===== src/rtl/booth_multiplier.sv =====
// Sequential signed 32x32 Booth multiplier: one recoding step per clock, carry-lookahead datapath.
// Define MULT_RADIX4_EN for radix-4 recoding (16 steps); the default build is radix-2 (32 steps).

// Carry-lookahead adder: ripple inside each 4-bit group, group lookahead at every 4th carry.
module cla_adder #(
    parameter int W = 32
) (
    input  logic [W-1:0] a,
    input  logic [W-1:0] b,
    input  logic         cin,
    output logic [W-1:0] sum
);
    logic [W-2:0] g;
    logic [W-1:0] p;
    logic [W-1:0] c;

    assign g    = a[W-2:0] & b[W-2:0];
    assign p    = a ^ b;
    assign c[0] = cin;

    genvar i;
    for (i = 0; i < W - 1; i++) begin : g_carry
        if (i % 4 == 3) begin : g_look
            assign c[i+1] = g[i] | (p[i] & g[i-1]) | (p[i] & p[i-1] & g[i-2])
                          | (p[i] & p[i-1] & p[i-2] & g[i-3]) | ((&p[i -: 4]) & c[i-3]);
        end else begin : g_ripple
            assign c[i+1] = g[i] | (p[i] & c[i]);
        end
    end

    assign sum = p ^ c;
endmodule

module booth_multiplier (
    input  logic        clock,
    input  logic        reset_n,
    input  logic        ctrl_MULT,
    input  logic [31:0] A,
    input  logic [31:0] B,
    output logic [31:0] P,
    output logic        data_resultRDY,
    output logic        data_exception,
    output logic [1:0]  dbg_state
);
`ifdef MULT_RADIX4_EN
    localparam int ACC_W = 34;
    localparam int STEPS = 16;
    localparam int CNT_W = 5;
`else
    localparam int ACC_W = 33;
    localparam int STEPS = 32;
    localparam int CNT_W = 6;
`endif
    localparam logic [CNT_W-1:0] LAST = CNT_W'(STEPS);

    typedef enum logic [1:0] {
        IDLE = 2'd0,
        RUN  = 2'd1,
        DONE = 2'd2
    } state_t;

    state_t             state;
    logic [31:0]        mcand;
    logic [31:0]        mplier;
    logic               mplier_prev;
    logic [ACC_W-1:0]   acc;
    logic [CNT_W-1:0]   cnt;

    logic [ACC_W-1:0]   m_ext;
    logic [ACC_W-1:0]   addend;
    logic               add_cin;
    logic [ACC_W-1:0]   sum;
    logic [ACC_W-1:0]   acc_next;
    logic [31:0]        mplier_next;
    logic               prev_next;
    logic [CNT_W-1:0]   cnt_inc;
    logic               ovf_next;

    assign m_ext = {{(ACC_W - 32){mcand[31]}}, mcand};

`ifdef MULT_RADIX4_EN
    // Negative digits use the one's complement of the addend plus carry-in.
    always_comb begin
        addend  = '0;
        add_cin = 1'b0;
        case ({mplier[1:0], mplier_prev})
            3'b001, 3'b010: addend = m_ext;
            3'b011:         addend = {m_ext[ACC_W-2:0], 1'b0};
            3'b100: begin
                addend  = ~{m_ext[ACC_W-2:0], 1'b0};
                add_cin = 1'b1;
            end
            3'b101, 3'b110: begin
                addend  = ~m_ext;
                add_cin = 1'b1;
            end
            default: ;
        endcase
    end

    assign acc_next    = {{2{sum[ACC_W-1]}}, sum[ACC_W-1:2]};
    assign mplier_next = {sum[1:0], mplier[31:2]};
    assign prev_next   = mplier[1];
`else
    always_comb begin
        addend  = '0;
        add_cin = 1'b0;
        case ({mplier[0], mplier_prev})
            2'b01: addend = m_ext;
            2'b10: begin
                addend  = ~m_ext;
                add_cin = 1'b1;
            end
            default: ;
        endcase
    end

    assign acc_next    = {sum[ACC_W-1], sum[ACC_W-1:1]};
    assign mplier_next = {sum[0], mplier[31:1]};
    assign prev_next   = mplier[0];
`endif

    cla_adder #(.W(ACC_W)) u_acc_add (
        .a   (acc),
        .b   (addend),
        .cin (add_cin),
        .sum (sum)
    );

    cla_adder #(.W(CNT_W)) u_cnt_inc (
        .a   (cnt),
        .b   ({CNT_W{1'b0}}),
        .cin (1'b1),
        .sum (cnt_inc)
    );

    // Upper product half lives in acc_next[31:0], lower half in mplier_next after the last step.
    assign ovf_next = (acc_next[31:0] != {32{mplier_next[31]}});

    always_ff @(posedge clock) begin
        if (!reset_n) begin
            state          <= IDLE;
            mcand          <= '0;
            mplier         <= '0;
            mplier_prev    <= 1'b0;
            acc            <= '0;
            cnt            <= '0;
            P              <= '0;
            data_resultRDY <= 1'b0;
            data_exception <= 1'b0;
        end else if (ctrl_MULT) begin
            state          <= RUN;
            mcand          <= A;
            mplier         <= B;
            mplier_prev    <= 1'b0;
            acc            <= '0;
            cnt            <= '0;
            P              <= '0;
            data_resultRDY <= 1'b0;
            data_exception <= 1'b0;
        end else begin
            case (state)
                RUN: begin
                    acc         <= acc_next;
                    mplier      <= mplier_next;
                    mplier_prev <= prev_next;
                    cnt         <= cnt_inc;
                    if (cnt_inc == LAST) begin
                        state          <= DONE;
                        P              <= mplier_next;
                        data_resultRDY <= 1'b1;
                        data_exception <= ovf_next;
                    end
                end
                default: ;
            endcase
        end
    end

    assign dbg_state = state;
endmodule

===== config.mk =====
export PLATFORM = sky130hd
export DESIGN_NAME = booth_multiplier
export DESIGN_NICKNAME = d
export VERILOG_FILES = /design/src/rtl/booth_multiplier.sv
export SDC_FILE = /design/constraint.sdc
export NUM_CORES = 1
export LEC_CHECK = 0
export ABC_AREA = 1
export CAP_MARGIN = 20
export CORE_MARGIN = 3
export CORE_UTILIZATION = 35
export CTS_BUF_LIST = sky130_fd_sc_hd__clkbuf_8
export DETAILED_ROUTE_END_ITERATION = 6
export DONT_BUFFER_PORTS = 1
export HOLD_SLACK_MARGIN = 0.1
export PLACE_DENSITY = 0.48
export SLEW_MARGIN = 20
export SYNTH_ARGS = -nofsm -noshare
export SYNTH_HDL_FRONTEND = slang
export SYNTH_SLANG_ARGS = --single-unit

===== constraint.sdc =====
create_clock -name clock -period 5.4 [get_ports clock]
set_input_delay 1.08 -clock clock [delete_from_list [all_inputs] [get_ports clock]]
set_output_delay 1.08 -clock clock [all_outputs]
set_load 0.01 [all_outputs]

==> results by group <==
Outcome
  • Status: finished, final reports clean

Floorplan
  • Area of the core: 19500 um2
  • Die width: 147 um
  • Initial Util: 35.8%
  • Io pins: 103
  • Die Y: 147 um
  • Die area: 21700 um2
  • Rows: 51

Setup path
  • Reg2Reg Setup Slack: 0.63 ns
  • Cell mode on critical path: nand2_1
  • Slowest stage delay, CP: 0.51 ns
  • Crit path arrival time: 5.11 ns
  • Setup CP Type: flip-flop to flip-flop
  • Crit end category: flip-flop
  • Crit path required time: 5.73 ns
  • Worst path top cell family by delay: simple AND/OR/NAND/NOR gates
  • Crit-path slowest cell: fa_1
  • Critical path startpoint category: flip-flop
  • WP buf/inv: 4
  • Critical path fanouts, max: 18

Clock network
  • CTS tree: yes
  • CTS max path bufs: 2
  • Clock Latency Late Sink: 0.45 ns
  • Post-CTS Resized: 0
  • Post-CTS Hold Buffers: 0
  • Setup bufs post-CTS: 0
  • Total CTS buffers: 17
  • CTS Root Cell: clkbuf_8
  • CTS HTree Levels: 4
  • Clock sink count: 138
  • Clock slew at the register clock pins of the worst setup and hold paths: 0.08 ns

Synth
  • Post-synth top cells: nor2_1, dfxtp_1, nand2_1
  • Cells after synthesis: 939
  • Post-synth top area cell: dfxtp_1
  • Synth cell types: 28
  • Asr flop ratio synth: 0%
  • Top FF cell, synth: dfxtp_1
  • Mapped Area: 7000 um2
  • Post-Syn Nets: 1065
  • #FFs+latches synth: 138
  • Mapped Avg Cell Area: 7.45 um2
  • Most common cell in the netlist: nor2_1
  • EDFF count, synth: 0
  • Sequential share of the synthesized area: 39.5%
  • Post-synth top area share: 39.5%
  • Synth area leaders: dfxtp_1, o21ai_0, nor2_1, fa_1, nand2_1
  • Warnings from Yosys: 0

Placed design
  • Gpl congestion: 0.800
  • Post-DP HPWL: 12500 um
  • Placement Cell Area: 7230 um2
  • IO Port Bufs: 0
  • Dpl ws: 0.524 ns
  • Placed Cells: 1162

Pwr
  • Seq pwr share: 48.9%
  • Clock power frac: 36.5%
  • Leak: 3.10 nW
  • Power Total: 2.24 mW
  • Power per Cell Area: 294 nW/um2
  • Comb pwr share: 14.5%
  • Int Pwr: 1.55 mW
  • Switching Share: 30.7%
  • Worst VDD drop: 0.000137 V
  • NetSw: 686 uW

Route
  • DR WL/cell: 15.2 um
  • DR DRC count: 0
  • Vias per cell: 4.89
  • Routed Antenna Nets: 0
  • Overall routed net length: 18200 um
  • Via count: 5844
  • Initial drt markers: 318
  • Drt pass-1 iters: 4

Global routing
  • Vias in the first global route: 5760
  • First-pass GRT wire length: 29900 um
  • Overflow after GRT: 0
  • Initial antenna violation count: 0
  • Gr usage total: 17.2%
  • Largest net degree at the start of global routing: 71

Timing
  • Fmax: 0.209 GHz
  • Setup violators final: 0
  • Final Max Slew Viols: 0
  • Final worst path period need: 4.77 ns
  • Fin. Hold Viols: 0
  • RSZ-0062 raised after global routing: no
  • Period Utilization, post-route: 88.4%
  • Final Skew: 0.0117 ns
  • Slew margin rel.: 32.7%
  • Tightest Pin Transition: 1.01 ns
  • Setup TNS: 0 ns
  • Setup ws final: 0.626 ns

Layout
  • Area added between synthesis and finish: 8.76%
  • Ratio of cells with drive above 1 in the final layout: 5.81%
  • Non-Filler Instances: 1194
  • Fillers: 2141
  • Design Area, Final: 7610 um2
  • Ant. Diodes: 0
  • Final net count: 1042

Flow run
  • Max Cap Viol: 0

Min path
  • Hold Path Class: flip-flop to flip-flop
==> power groups by stage <==
stage                     Clock (mW)  Sequential (mW)  Combinational, mW
after floorplan                    0             1.11              0.253
final                          0.817             1.09              0.325
after CTS                      0.846             1.09              0.329
after global routing           0.893             1.10              0.380
after detailed placement           0             1.12              0.326
after global placement             0             1.12              0.327
==> sequential cells by signal, summed over array words and instances (netlist names) <==
register	flops
cnt	6
mcand	32
dbg_state	2
data_exception	1
acc	32
mplier	32
P	32
mplier_prev	1
==> layout by cell type, fill, tap and decap left out, types with 2 or more instances in the layout <==
| cell | Yosys | layout |
|---|---|---|
| a211oi_1 | 5 | 5 |
| a21oi_1 | 58 | 58 |
| a221o_1 | 3 | 3 |
| a311oi_1 | 2 | 2 |
| a31oi_1 | 33 | 33 |
| buf_4 | 1 | 12 |
| clkbuf_8 | 0 | 17 |
| clkinv_1 | 2 | 2 |
| clkinv_2 | 0 | 5 |
| clkinv_4 | 0 | 3 |
| dfxtp_1 | 138 | 138 |
| fa_1 | 24 | 24 |
| ha_1 | 35 | 35 |
| inv_1 | 94 | 93 |
| inv_6 | 0 | 5 |
| nand2_1 | 125 | 125 |
| nand2_2 | 3 | 3 |
| nand3_1 | 43 | 43 |
| nand4_1 | 4 | 4 |
| nor2_1 | 162 | 159 |
| nor2_4 | 0 | 2 |
| nor3_1 | 8 | 8 |
| nor4_1 | 8 | 7 |
| o21ai_0 | 122 | 122 |
| xnor2_1 | 2 | 2 |
| xor2_1 | 9 | 9 |
==> path summary, 6_finish.rpt <==
path	end	depth (start not counted)	from
setup / recovery	data_exception$_SDFFE_PP0P_	29	mplier[0]$_SDFFE_PN0P_
hold / removal	mplier[1]$_SDFFE_PN0P_	2	mplier[1]$_SDFFE_PN0P_
setup reg to reg	data_exception$_SDFFE_PP0P_	29	mplier[0]$_SDFFE_PN0P_
hold reg to reg	mplier[1]$_SDFFE_PN0P_	2	mplier[1]$_SDFFE_PN0P_
==> final cells by class <==
cell class / instances / area [um2] / area share, %
clock buffer: 17 / 234 / 3.07
clock inverter: 15 / 139 / 1.82
inverter: 97 / 365 / 4.80
multi-input combinational: 650 / 3690 / 48.5
sequential: 138 / 2760 / 36.3
tap: 265 / 332 / 4.36
timing repair buffer: 12 / 90.1 / 1.18
==> stage by stage <==
step,hold WS [ns],util (%)
2_1_floorplan,0.444,-
3_5_place_dp,0.457,37.0
4_1_cts,0.470,38.9
3_3_place_gp,0.453,37.0
6_report,0.469,39.0
5_1_grt,0.491,39.0
==> logic make-up after synthesis <==
logic type	synth area share (%)
AND/OR/NAND/NOR	20.5
AO/OA/AOI/OAI	17.4
buffers and inverters	8.15
flip-flops	39.5
adder cells (fa/ha/maj)	13.1
XOR/XNOR	1.38
==> per-layer routing <==
layer  vias to the layer above  share of wire (%)  track usage, %
met2                       103                 44            26.8
met4                         0                1.0            4.10
met5                         -                  0               0
met1                      2685                 51            24.2
met3                        15                3.9            4.11
li1                       3041                  -               -
==> tightest hold or removal path, stage by stage (launching register included) <==
cell and delay [ns]:
dfxtp_1 0.31, nand2_1 0.06, a21oi_1 0.05
No activity file was read; power rests on OpenSTA's default activity.
